[src/rtl/reservation_station_pkg.sv]
// Shared opcode/funct3 encodings and the branch-compare helper for the ALU reservation station.
package reservation_station_pkg;

  localparam int DATA_W    = 32;
  localparam int ROB_TAG_W = 4;

  localparam logic [6:0] R_TYPE = 7'b0110011;
  localparam logic [6:0] I_TYPE = 7'b0010011;
  localparam logic [6:0] B_TYPE = 7'b1100011;

  localparam logic [2:0] F3_ADD  = 3'b000;
  localparam logic [2:0] F3_SLL  = 3'b001;
  localparam logic [2:0] F3_SLT  = 3'b010;
  localparam logic [2:0] F3_SLTU = 3'b011;
  localparam logic [2:0] F3_XOR  = 3'b100;
  localparam logic [2:0] F3_SR   = 3'b101;
  localparam logic [2:0] F3_OR   = 3'b110;
  localparam logic [2:0] F3_AND  = 3'b111;

  localparam logic [2:0] F3_BEQ  = 3'b000;
  localparam logic [2:0] F3_BNE  = 3'b001;
  localparam logic [2:0] F3_BLT  = 3'b100;
  localparam logic [2:0] F3_BGE  = 3'b101;
  localparam logic [2:0] F3_BLTU = 3'b110;
  localparam logic [2:0] F3_BGEU = 3'b111;

  function automatic logic branch_taken(input logic [2:0] f3,
                                        input logic [DATA_W-1:0] a,
                                        input logic [DATA_W-1:0] b);
    logic taken;
    case (f3)
      F3_BEQ:  taken = (a == b);
      F3_BNE:  taken = (a != b);
      F3_BLT:  taken = ($signed(a) < $signed(b));
      F3_BGE:  taken = ($signed(a) >= $signed(b));
      F3_BLTU: taken = (a < b);
      F3_BGEU: taken = (a >= b);
      default: taken = 1'b0;
    endcase
    return taken;
  endfunction

endpackage

[src/rtl/reservation_station_alu.sv]
// Combinational ALU for the reservation station: arithmetic/logic ops and branch condition evaluation.
module reservation_station_alu
  import reservation_station_pkg::*;
(
  input  logic [6:0]        op_type_i,
  input  logic [2:0]        op_i,
  input  logic              alt_i,
  input  logic [DATA_W-1:0] a_i,
  input  logic [DATA_W-1:0] b_i,
  output logic [DATA_W-1:0] result_o
);

  logic [4:0] shamt;
  assign shamt = b_i[4:0];

  always_comb begin
    result_o = {DATA_W{1'b0}};
    if (op_type_i == B_TYPE) begin
      result_o = {{(DATA_W-1){1'b0}}, branch_taken(op_i, a_i, b_i)};
    end else begin
      case (op_i)
        // SUB only exists for register-register ops; ADDI has no alternate form
        F3_ADD:  result_o = (alt_i && (op_type_i == R_TYPE)) ? (a_i - b_i) : (a_i + b_i);
        F3_SLL:  result_o = a_i << shamt;
        F3_SLT:  result_o = {{(DATA_W-1){1'b0}}, ($signed(a_i) < $signed(b_i))};
        F3_SLTU: result_o = {{(DATA_W-1){1'b0}}, (a_i < b_i)};
        F3_XOR:  result_o = a_i ^ b_i;
        F3_SR:   result_o = alt_i ? DATA_W'($signed(a_i) >>> shamt) : (a_i >> shamt);
        F3_OR:   result_o = a_i | b_i;
        F3_AND:  result_o = a_i & b_i;
        default: result_o = {DATA_W{1'b0}};
      endcase
    end
  end

endmodule

[src/rtl/reservation_station.sv]
// ALU reservation station: buffers issued ops, snoops own and LSB broadcasts, and executes
// the lowest-index ready entry each cycle, broadcasting its result to the ROB.
module reservation_station
  import reservation_station_pkg::*;
#(
  parameter int RS_SIZE = 8,
  parameter int ROB_BIT = ROB_TAG_W
)(
  input  logic               clk_in,
  input  logic               rst_in,
  input  logic               rdy_in,
  input  logic               clear_up,
  output logic               rs_full,
  input  logic               issue_valid,
  input  logic [6:0]         issue_op_type,
  input  logic [2:0]         issue_op,
  input  logic               issue_alt,
  input  logic [ROB_BIT-1:0] issue_rob_entry,
  input  logic [31:0]        issue_vj,
  input  logic [31:0]        issue_vk,
  input  logic [ROB_BIT-1:0] issue_qj,
  input  logic [ROB_BIT-1:0] issue_qk,
  input  logic               issue_rj,
  input  logic               issue_rk,
  input  logic [31:0]        issue_imm,
  input  logic               lsb_ready_bd,
  input  logic [ROB_BIT-1:0] lsb_rob_entry,
  input  logic [31:0]        lsb_value,
  output logic               rs_ready_bd,
  output logic [ROB_BIT-1:0] rs_rob_entry,
  output logic [31:0]        rs_value
);

  localparam int IDX_W = (RS_SIZE > 1) ? $clog2(RS_SIZE) : 1;

  logic [RS_SIZE-1:0] busy_q;
  logic [RS_SIZE-1:0] rj_q;
  logic [RS_SIZE-1:0] rk_q;
  logic [6:0]         type_q [RS_SIZE];
  logic [2:0]         op_q   [RS_SIZE];
  logic               alt_q  [RS_SIZE];
  logic [ROB_BIT-1:0] rob_q  [RS_SIZE];
  logic [ROB_BIT-1:0] qj_q   [RS_SIZE];
  logic [ROB_BIT-1:0] qk_q   [RS_SIZE];
  logic [31:0]        vj_q   [RS_SIZE];
  logic [31:0]        vk_q   [RS_SIZE];

  logic               bd_q;
  logic [ROB_BIT-1:0] tag_q;
  logic [31:0]        val_q;

  logic [RS_SIZE-1:0] ready_vec;
  logic [RS_SIZE-1:0] wake_j;
  logic [RS_SIZE-1:0] wake_k;
  logic [31:0]        wake_j_val [RS_SIZE];
  logic [31:0]        wake_k_val [RS_SIZE];
  logic               free_found;
  logic [IDX_W-1:0]   free_idx;
  logic               sel_found;
  logic [IDX_W-1:0]   sel_idx;
  logic [31:0]        alu_res;
  logic               iss_rj_d;
  logic               iss_rk_d;
  logic [31:0]        iss_vj_d;
  logic [31:0]        iss_vk_d;

  function automatic logic [IDX_W:0] first_set(input logic [RS_SIZE-1:0] vec);
    logic [IDX_W:0] res;
    res = '0;
    for (int i = RS_SIZE - 1; i >= 0; i--) begin
      if (vec[i]) res = {1'b1, IDX_W'(i)};
    end
    return res;
  endfunction

  // Own broadcast takes precedence over the LSB broadcast when both carry the same tag.
  function automatic logic [32:0] snoop(input logic [ROB_BIT-1:0] q);
    logic [32:0] res;
    if (bd_q && (tag_q == q))                          res = {1'b1, val_q};
    else if (lsb_ready_bd && (lsb_rob_entry == q))     res = {1'b1, lsb_value};
    else                                               res = 33'd0;
    return res;
  endfunction

  assign ready_vec               = busy_q & rj_q & rk_q;
  assign {free_found, free_idx}  = first_set(~busy_q);
  assign {sel_found, sel_idx}    = first_set(ready_vec);
  assign rs_full                 = &busy_q;
  assign rs_ready_bd             = bd_q;
  assign rs_rob_entry            = tag_q;
  assign rs_value                = val_q;

  always_comb begin
    for (int i = 0; i < RS_SIZE; i++) begin
      {wake_j[i], wake_j_val[i]} = snoop(qj_q[i]);
      {wake_k[i], wake_k_val[i]} = snoop(qk_q[i]);
    end
  end

  always_comb begin
    iss_vj_d = issue_vj;
    iss_rj_d = 1'b1;
    if (!issue_rj) begin
      {iss_rj_d, iss_vj_d} = snoop(issue_qj);
    end else begin
      iss_vj_d = issue_vj;
    end
    iss_vk_d = issue_vk;
    iss_rk_d = 1'b1;
    if (issue_op_type == I_TYPE) begin
      iss_vk_d = issue_imm;
    end else if (!issue_rk) begin
      {iss_rk_d, iss_vk_d} = snoop(issue_qk);
    end else begin
      iss_vk_d = issue_vk;
    end
  end

  reservation_station_alu u_alu (
    .op_type_i (type_q[sel_idx]),
    .op_i      (op_q[sel_idx]),
    .alt_i     (alt_q[sel_idx]),
    .a_i       (vj_q[sel_idx]),
    .b_i       (vk_q[sel_idx]),
    .result_o  (alu_res)
  );

  always_ff @(posedge clk_in) begin
    if (rst_in || (rdy_in && clear_up)) begin
      busy_q <= '0;
      bd_q   <= 1'b0;
      tag_q  <= '0;
      val_q  <= 32'd0;
    end else if (rdy_in) begin
      bd_q <= sel_found;
      if (sel_found) begin
        tag_q <= rob_q[sel_idx];
        val_q <= alu_res;
      end
      for (int i = 0; i < RS_SIZE; i++) begin
        if (busy_q[i] && !rj_q[i] && wake_j[i]) begin
          vj_q[i] <= wake_j_val[i];
          rj_q[i] <= 1'b1;
        end
        if (busy_q[i] && !rk_q[i] && wake_k[i]) begin
          vk_q[i] <= wake_k_val[i];
          rk_q[i] <= 1'b1;
        end
      end
      if (sel_found) busy_q[sel_idx] <= 1'b0;
      // The free slot comes from the pre-edge busy vector, so a slot freed this edge stays unused.
      if (issue_valid && free_found) begin
        busy_q[free_idx] <= 1'b1;
        type_q[free_idx] <= issue_op_type;
        op_q[free_idx]   <= issue_op;
        alt_q[free_idx]  <= issue_alt;
        rob_q[free_idx]  <= issue_rob_entry;
        qj_q[free_idx]   <= issue_qj;
        qk_q[free_idx]   <= issue_qk;
        vj_q[free_idx]   <= iss_vj_d;
        vk_q[free_idx]   <= iss_vk_d;
        rj_q[free_idx]   <= iss_rj_d;
        rk_q[free_idx]   <= iss_rk_d;
      end
    end
  end

endmodule
[config.mk]
export PLATFORM = sky130hd
export DESIGN_NAME = reservation_station
export DESIGN_NICKNAME = d
export VERILOG_FILES = /design/src/rtl/reservation_station_pkg.sv /design/src/rtl/reservation_station_alu.sv /design/src/rtl/reservation_station.sv
export SDC_FILE = /design/constraint.sdc
export NUM_CORES = 2
export LEC_CHECK = 0
export BUFFER_PORTS_ARGS = -buffer_cell sky130_fd_sc_hd__clkbuf_2
export CAP_MARGIN = 10
export CORE_MARGIN = 5
export CORE_UTILIZATION = 55
export CTS_BUF_LIST = sky130_fd_sc_hd__clkbuf_8
export DETAILED_ROUTE_END_ITERATION = 16
export PLACE_DENSITY = 0.72
export SLEW_MARGIN = 10
export SYNTH_ARGS = -nofsm -noshare
export SYNTH_HDL_FRONTEND = slang
export SYNTH_SLANG_ARGS = --single-unit
[constraint.sdc]
create_clock -name clk_in -period 11.7 [get_ports clk_in]
set_input_delay 0.585 -clock clk_in [delete_from_list [all_inputs] [get_ports clk_in]]
set_output_delay 0.585 -clock clk_in [all_outputs]
set_load 0.05 [all_outputs]
Yosys cells after proc, flatten, opt, wreduce, memory -nomap -nowiden

Memory sizes are Yosys's and may differ from the RTL's. A register that Yosys moved wholly into a read port is not among the register bits.
Index checks and enable logic that the tools add are counted.

Latch bits: 0
Bits of input ports: 163
Logic and storage cells: 369
Memories kept: 8
Bits in read-only memories: 0
Bits in writable memories: 696
Bits in registers: 57

Shift operators: 3
Divide/modulo/power cells: 0
Magnitude comparators: 8
Add/sub/neg operators: 2
Multipliers: 0
Mux-type cells: 191
Bitwise logic cells: 10
Equal/unequal tests: 48
Reductions and logical operators: 94

Memories:

| name        | words | bits a word | rd ports | clocked after memory_dff | wr ports | line                      | RTL |
|---|---|---|---|---|---|---|---|
| vj_q        | 8     | 32          | 1        | 0                        | 9        | reservation_station.sv:45 | `logic [31:0] vj_q [RS_SIZE];` |
| vk_q        | 8     | 32          | 1        | 0                        | 9        | reservation_station.sv:46 | `logic [31:0] vk_q [RS_SIZE];` |
| type_q      | 8     | 7           | 1        | 0                        | 1        | reservation_station.sv:39 | `logic [6:0] type_q [RS_SIZE];` |
| qj_q        | 8     | 4           | 8        | 0                        | 1        | reservation_station.sv:43 | `logic [ROB_BIT-1:0] qj_q [RS_SIZE];` |
| qk_q        | 8     | 4           | 8        | 0                        | 1        | reservation_station.sv:44 | `logic [ROB_BIT-1:0] qk_q [RS_SIZE];` |
| rob_q       | 8     | 4           | 1        | 1                        | 1        | reservation_station.sv:42 | `logic [ROB_BIT-1:0] rob_q [RS_SIZE];` |
| +2 memories | -     | -           | -        | -                        | -        | -                         |  |

Operators by type and width:

| kind                             | count |
|---|---|
| 2-to-1 mux 33 bit                | 36 |
| case mux 32 bit (8 select lines) | 1 |
| 2-to-1 mux 32 bit                | 6 |
| equality test 4 bit              | 36 |
| 2-to-1 mux 1 bit                 | 121 |
| logical AND 1 bit                | 73 |
| >= comparator 32 bit             | 2 |
| less-than comparator 32 bit      | 2 |
| 2-to-1 mux 4 bit                 | 16 |
| 2-to-1 mux 8 bit                 | 6 |
| adder 32 bit                     | 1 |
| AND 32 bit                       | 1 |
| equality test 32 bit             | 1 |
| != test 32 bit                   | 1 |
| bitwise OR 32 bit                | 1 |
| << shifter 32 x 5 -> 32 bit      | 1 |
| >> shifter 32 x 5 -> 32 bit      | 1 |
| >>> shifter 32 x 5 -> 32 bit     | 1 |
| subtractor 32 bit                | 1 |
| XOR 32 bit                       | 1 |
| AND 8 bit                        | 3 |
| bitwise mux 8 bit                | 2 |
| zero test 1 bit                  | 16 |
| inverter 8 bit                   | 2 |
| other kinds (16)                 | 24 |

Logic depth before layout (Yosys ltp)

Depth in word-level cells: 21
Depth in mapped cells: 29
Mapped depth without buffers: 23

Hierarchy

A second synthesis with hierarchy kept.

Cell total of the unflattened synthesis: 4984
Area total of the unflattened synthesis: 52619.2 µm²

Modules (own cells, without submodules):

| module                  | cells an instance | times used | area an instance (µm²) |
|---|---|---|---|
| reservation_station     | 3673              | 1          | 43479.2 |
| reservation_station_alu | 1311              | 1          | 9140.0 |

Least setup slack after synthesis

Ideal clock, no wire load.

Path kind: register to register
Start: reg busy_q[2]
End: reg val_q[30] (netlist: rs_value[30])
Required time: 11.573 ns
Clock period less this slack: 6.008 ns
Path slack: 5.692 ns
Arrival: 5.880 ns
Setup time: 0.127 ns
Stages on the path, launching flop included: 28
Path buffers: 7
Cells stage by stage: dfxtp_1 > buf_2 > and3_1 > nor2_2 > and3_1 > buf_2 > nor2_2 > buf_2 > mux2_2 > a2111oi_4 > buf_2 > buf_1 > clkbuf_1 > ha_1 > clkbuf_1 > nor2_1 > o211ai_1 > a31oi_1 > a211o_1 > a311o_1 > a211o_1 > a21o_1 > a221oi_1 > o21bai_1 > a211oi_1 > nor2_1 > a221oi_1 > o21ai_1

Longest elaborated chain between the ends: 11

Ends and longest elaborated chain:

| item                                                        | line                       | RTL |
|---|---|---|
| from (decl)                                                 | reservation_station.sv:36  | `logic [RS_SIZE-1:0] busy_q;` |
| from (signal assigned)                                      | reservation_station.sv:130 | `busy_q <= '0;` |
| from (signal, indexed assignment)                           | reservation_station.sv:150 | `if (sel_found) busy_q[sel_idx] <= 1'b0;` |
| from (signal, indexed assignment)                           | reservation_station.sv:153 | `busy_q[free_idx] <= 1'b1;` |
| AND 8 bit (*) (2 in series)                                 | reservation_station.sv:85  | `assign ready_vec = busy_q & rj_q & rk_q;` |
| 2-to-1 mux 4 bit (*) (3 in series)                          | reservation_station.sv:71  | `if (vec[i]) res = {1'b1, IDX_W'(i)};` |
| branches (longest 6 deep; another with memory (8 x 32 bit)) | -                          |  |
| to (signal assigned)                                        | reservation_station.sv:138 | `val_q <= alu_res;` |
| to (decl)                                                   | reservation_station.sv:50  | `logic [31:0] val_q;` |

Mark *: on every way between the ends.
A chain may end at the register's enable or synchronous reset.

Final worst setup path

Start: reg busy_q[0]
End: reg val_q[30] (netlist: rs_value[30])

Longest elaborated chain between the ends: 9

Ends and longest elaborated chain:

| item                                                        | line |
|---|---|
| AND 8 bit (*) (2 in series)                                 | reservation_station.sv:85 |
| 2-to-1 mux 4 bit (*)                                        | reservation_station.sv:71 |
| branches (longest 6 deep; another with memory (8 x 32 bit)) | - |

Marked as above.

==> impl_metrics.yaml <==
run_status:
  status: "finished clean"
global_route:
  overflow: 0
  antenna_found_initial: 8
  grt_pass1_vias: 45800
  grt_max_degree: 100
  grt_pass1_wl_mm: 318
  track_usage_pct: 43.3
setup_path:
  cp_cell_sequence: "and3_1 > nor2_2 > nand3_4 > buf_4 > nand2_4 > buf_12 > mux2i_1 > a32o_1 > a211oi_1 > ha_1 > o21ba_2 > o211ai_1 > a31oi_1 > a211o_1 > a311o_1 > a211o_1 > a21o_1 > a221oi_1 > o21bai_1 > a211oi_1 > nor2_1 > a221oi_1 > o21ai_1"
  worstPathRequired_ns: 12.41
  crit_buf_inv: 2
  end_kind: "register"
  worstPathArrival_ns: 9.08
  cp_top_family: "compound AO/OA/AOI/OAI gates"
  cp_slowest_cell: "a211oi_1"
  worstPathMaxFanout: 99
  max_stage_delay_ns: 0.93
  start_kind: "register"
  crit_type: "register to register"
synthesis:
  synth_xor_area_share_pct: 2.96
  syn-cell-area_mm2: 0.0517
  yosys.area_share.adder_pct: 2.42
  synth_top_family_by_area: "compound AO/OA/AOI/OAI gates"
  syn_nets: 5606
  post-synth-top-count-cell: "edfxtp_1"
  synthTopCellsByCount: "edfxtp_1, mux2i_1, clkbuf_1"
  synth_seq_cells: 757
  yosys.area_share.simple_pct: 12.5
  async_reset_ff_share_pct: 0
  yosys_most_used_dff: "edfxtp_1"
  synthTopCellsByArea: "edfxtp_1, mux2i_1, mux2_2, o21ai_0, clkbuf_1"
  synth_compound_gate_area_share_pct: 18.2
  synth_cells: 5344
  ys_seq_area_share_pct: 43.1
  synth_top_area_share_pct: 41.3
  yosys.cell_types.count: 85
  yosys.area.top_type: "edfxtp_1"
  synth.area.mux_share_pct: 15.3
  synth_edf_count: 712
  ys_warn_count: 0
  avgSynthCellArea_um2: 9.68
floorplanning:
  dieArea_mm2: 0.100
  die_w_um: 317
  die_h_um: 317
  coreArea_mm2: 0.0933
  fp-row-count: 112
  initial_core_util_pct: 55.4
  io_pins: 201
placed_design:
  io_buffers: 200
  place_ws_ns: 3.89
  hpwl_mm: 138
  gp_congestion: 1.09
drt:
  vias: 48300
  avgRoutedWirePerCell_um: 33.9
  drc_errors: 0
  drtAntennaViolNets: 0
  drtIter0Drc: 8162
  first_pass_iters: 8
  wl_mm: 225
  vias_per_cell: 7.28
pwr:
  peakVddDrop_mv: 0.122
  p_leak_nw: 19.7
  powerDensity_mw_per_mm2: 103
timing:
  worst_pin_slew_ns: 1.26
  skew_ns: 0.0567
  worst_slack_ns: 3.33
  rsz0062_at_grt: "no"
  finalSetupTns_ns: 0
  slew_violations: 0
  min_period_ns: 8.37
  post-route-period-util_pct: 71.5
  setup-violations-final: 0
  hold_viol: 0
  slew_headroom_pct: 16.1
  fmax_mhz: 120
clocking:
  cts_tree: "yes"
  clk_pin_slew_ns: 0.06
  clockBufferDepth: 3
  cts_root_buf: "clkbuf_8"
  numClockSinks: 757
  insertion_delay_ns: 0.87
  numCtsBuffers: 136
  ctsResizeCount: 0
  htreeDepth: 4
run:
  drv_cap: 0
final_layout:
  drive_gt1_share_pct: 15.9
  syn2layout_area_growth_pct: 8.87
  final_nets: 5530
worst_hold_path:
  hold_path.class: "input port to register"
## worst reg2reg max path, cell delays in order, from the launching register on
cell and delay, ns:
dfxtp_1 0.67, and3_1 0.33, nor2_2 0.10, nand3_4 0.08
buf_4 0.71, nand2_4 0.74, buf_12 0.55, mux2i_1 0.28
a32o_1 0.22, a211oi_1 0.93, ha_1 0.51, o21ba_2 0.25
o211ai_1 0.16, a31oi_1 0.09, a211o_1 0.33, a311o_1 0.40
a211o_1 0.33, a21o_1 0.20, a221oi_1 0.38, o21bai_1 0.11
a211oi_1 0.35, nor2_1 0.09, a221oi_1 0.29, o21ai_1 0.11
## cell families after synthesis
group                      count (synthesis)
AOI/OAI and AO/OA                       1481
DFF                                      757
buffers and inverters                    726
muxes                                    763
xor gates and xnor gates                 175
adders and majority gates                 99
and+or+nand+nor                         1343
## sequential cells by signal, summed over array words and instances, names as in the netlist
signal / flops
alt_q: 8
busy_q: 8
op_q: 24
qj_q: 32
qk_q: 32
rj_q: 8
rk_q: 8
rob_q: 32
rs_ready_bd: 1
rs_rob_entry: 4
rs_value: 32
type_q: 56
vj_q: 256
vk_q: 256
## per-layer routing
layer	part of all wire, %	up-vias	GRT usage (%)
met5	0.0053	-	0.242
met4	8.8	2	30.8
met3	15	983	13.3
met2	41	4345	62.3
met1	35	22900	55.5
li1	-	20100	-
## final cells by class
cell class                 instances  area (um2)
clock buffer                     138        1900
antenna                            8        20.0
fill                            7964       37000
inverter                         114         432
clock inverter                   102         531
multi-input combinational       3861       27100
tap                             1254        1570
sequential                       757       22300
timing repair buffer             398        2510
## per-stage QoR
stage	hold WS [ns]	std cells	utilization (%)	power (W)	instance area [um2]
6_report	0.0958	6632	60.3	0.00580	56300
5_1_grt	0.0568	6627	60.3	0.00595	56300
4_1_cts	0.0369	6623	60.3	0.00577	56300
3_5_place_dp	0.556	6377	57.7	0.00348	53800
3_3_place_gp	0.544	6377	57.7	0.00347	53800
2_1_floorplan	0.504	5344	-	0.00329	51700
## power breakdown
part	total, W	internal (W)	switching, W
Sequential	0.00295	0.00295	0.00000546
Clock	0.00235	0.00115	0.00120
Combinational	0.000494	0.000152	0.000342
## what timing repair did
item | 4_1_cts | 5_1_grt
buffers inserted | 0 | 0
endpoints found under the hold margin | 48 | 0
hold buffers | 6 | 0
## final timing paths
kind                     from      endpoint  slack [ns]  depth (start not counted)
hold / removal    issue_op[1]    op_q[7][1]         0.1                          1
setup / recovery    busy_q[0]  rs_value[30]        3.33                         23
setup reg to reg    busy_q[0]  rs_value[30]        3.33                         23
hold reg to reg     busy_q[6]     busy_q[6]        0.58                          2
## cell usage in the layout, fill, tap and decap left out, types with 54 or more instances in the layout
cell / count
xor2_1: 115
clkbuf_8: 138
a211oi_1: 172
a22oi_1: 90
a21oi_1: 216
mux2_2: 208
o21ai_0: 449
o22ai_1: 271
and3_1: 160
nand3_1: 255
mux2i_1: 554
ha_1: 97
nand2_1: 424
inv_1: 150
or3_1: 73
buf_4: 190
xnor2_1: 60
edfxtp_1: 712
nor2_1: 214
clkbuf_2: 199
nor3_1: 54
Note: power is estimated with default switching activity, not from simulation.
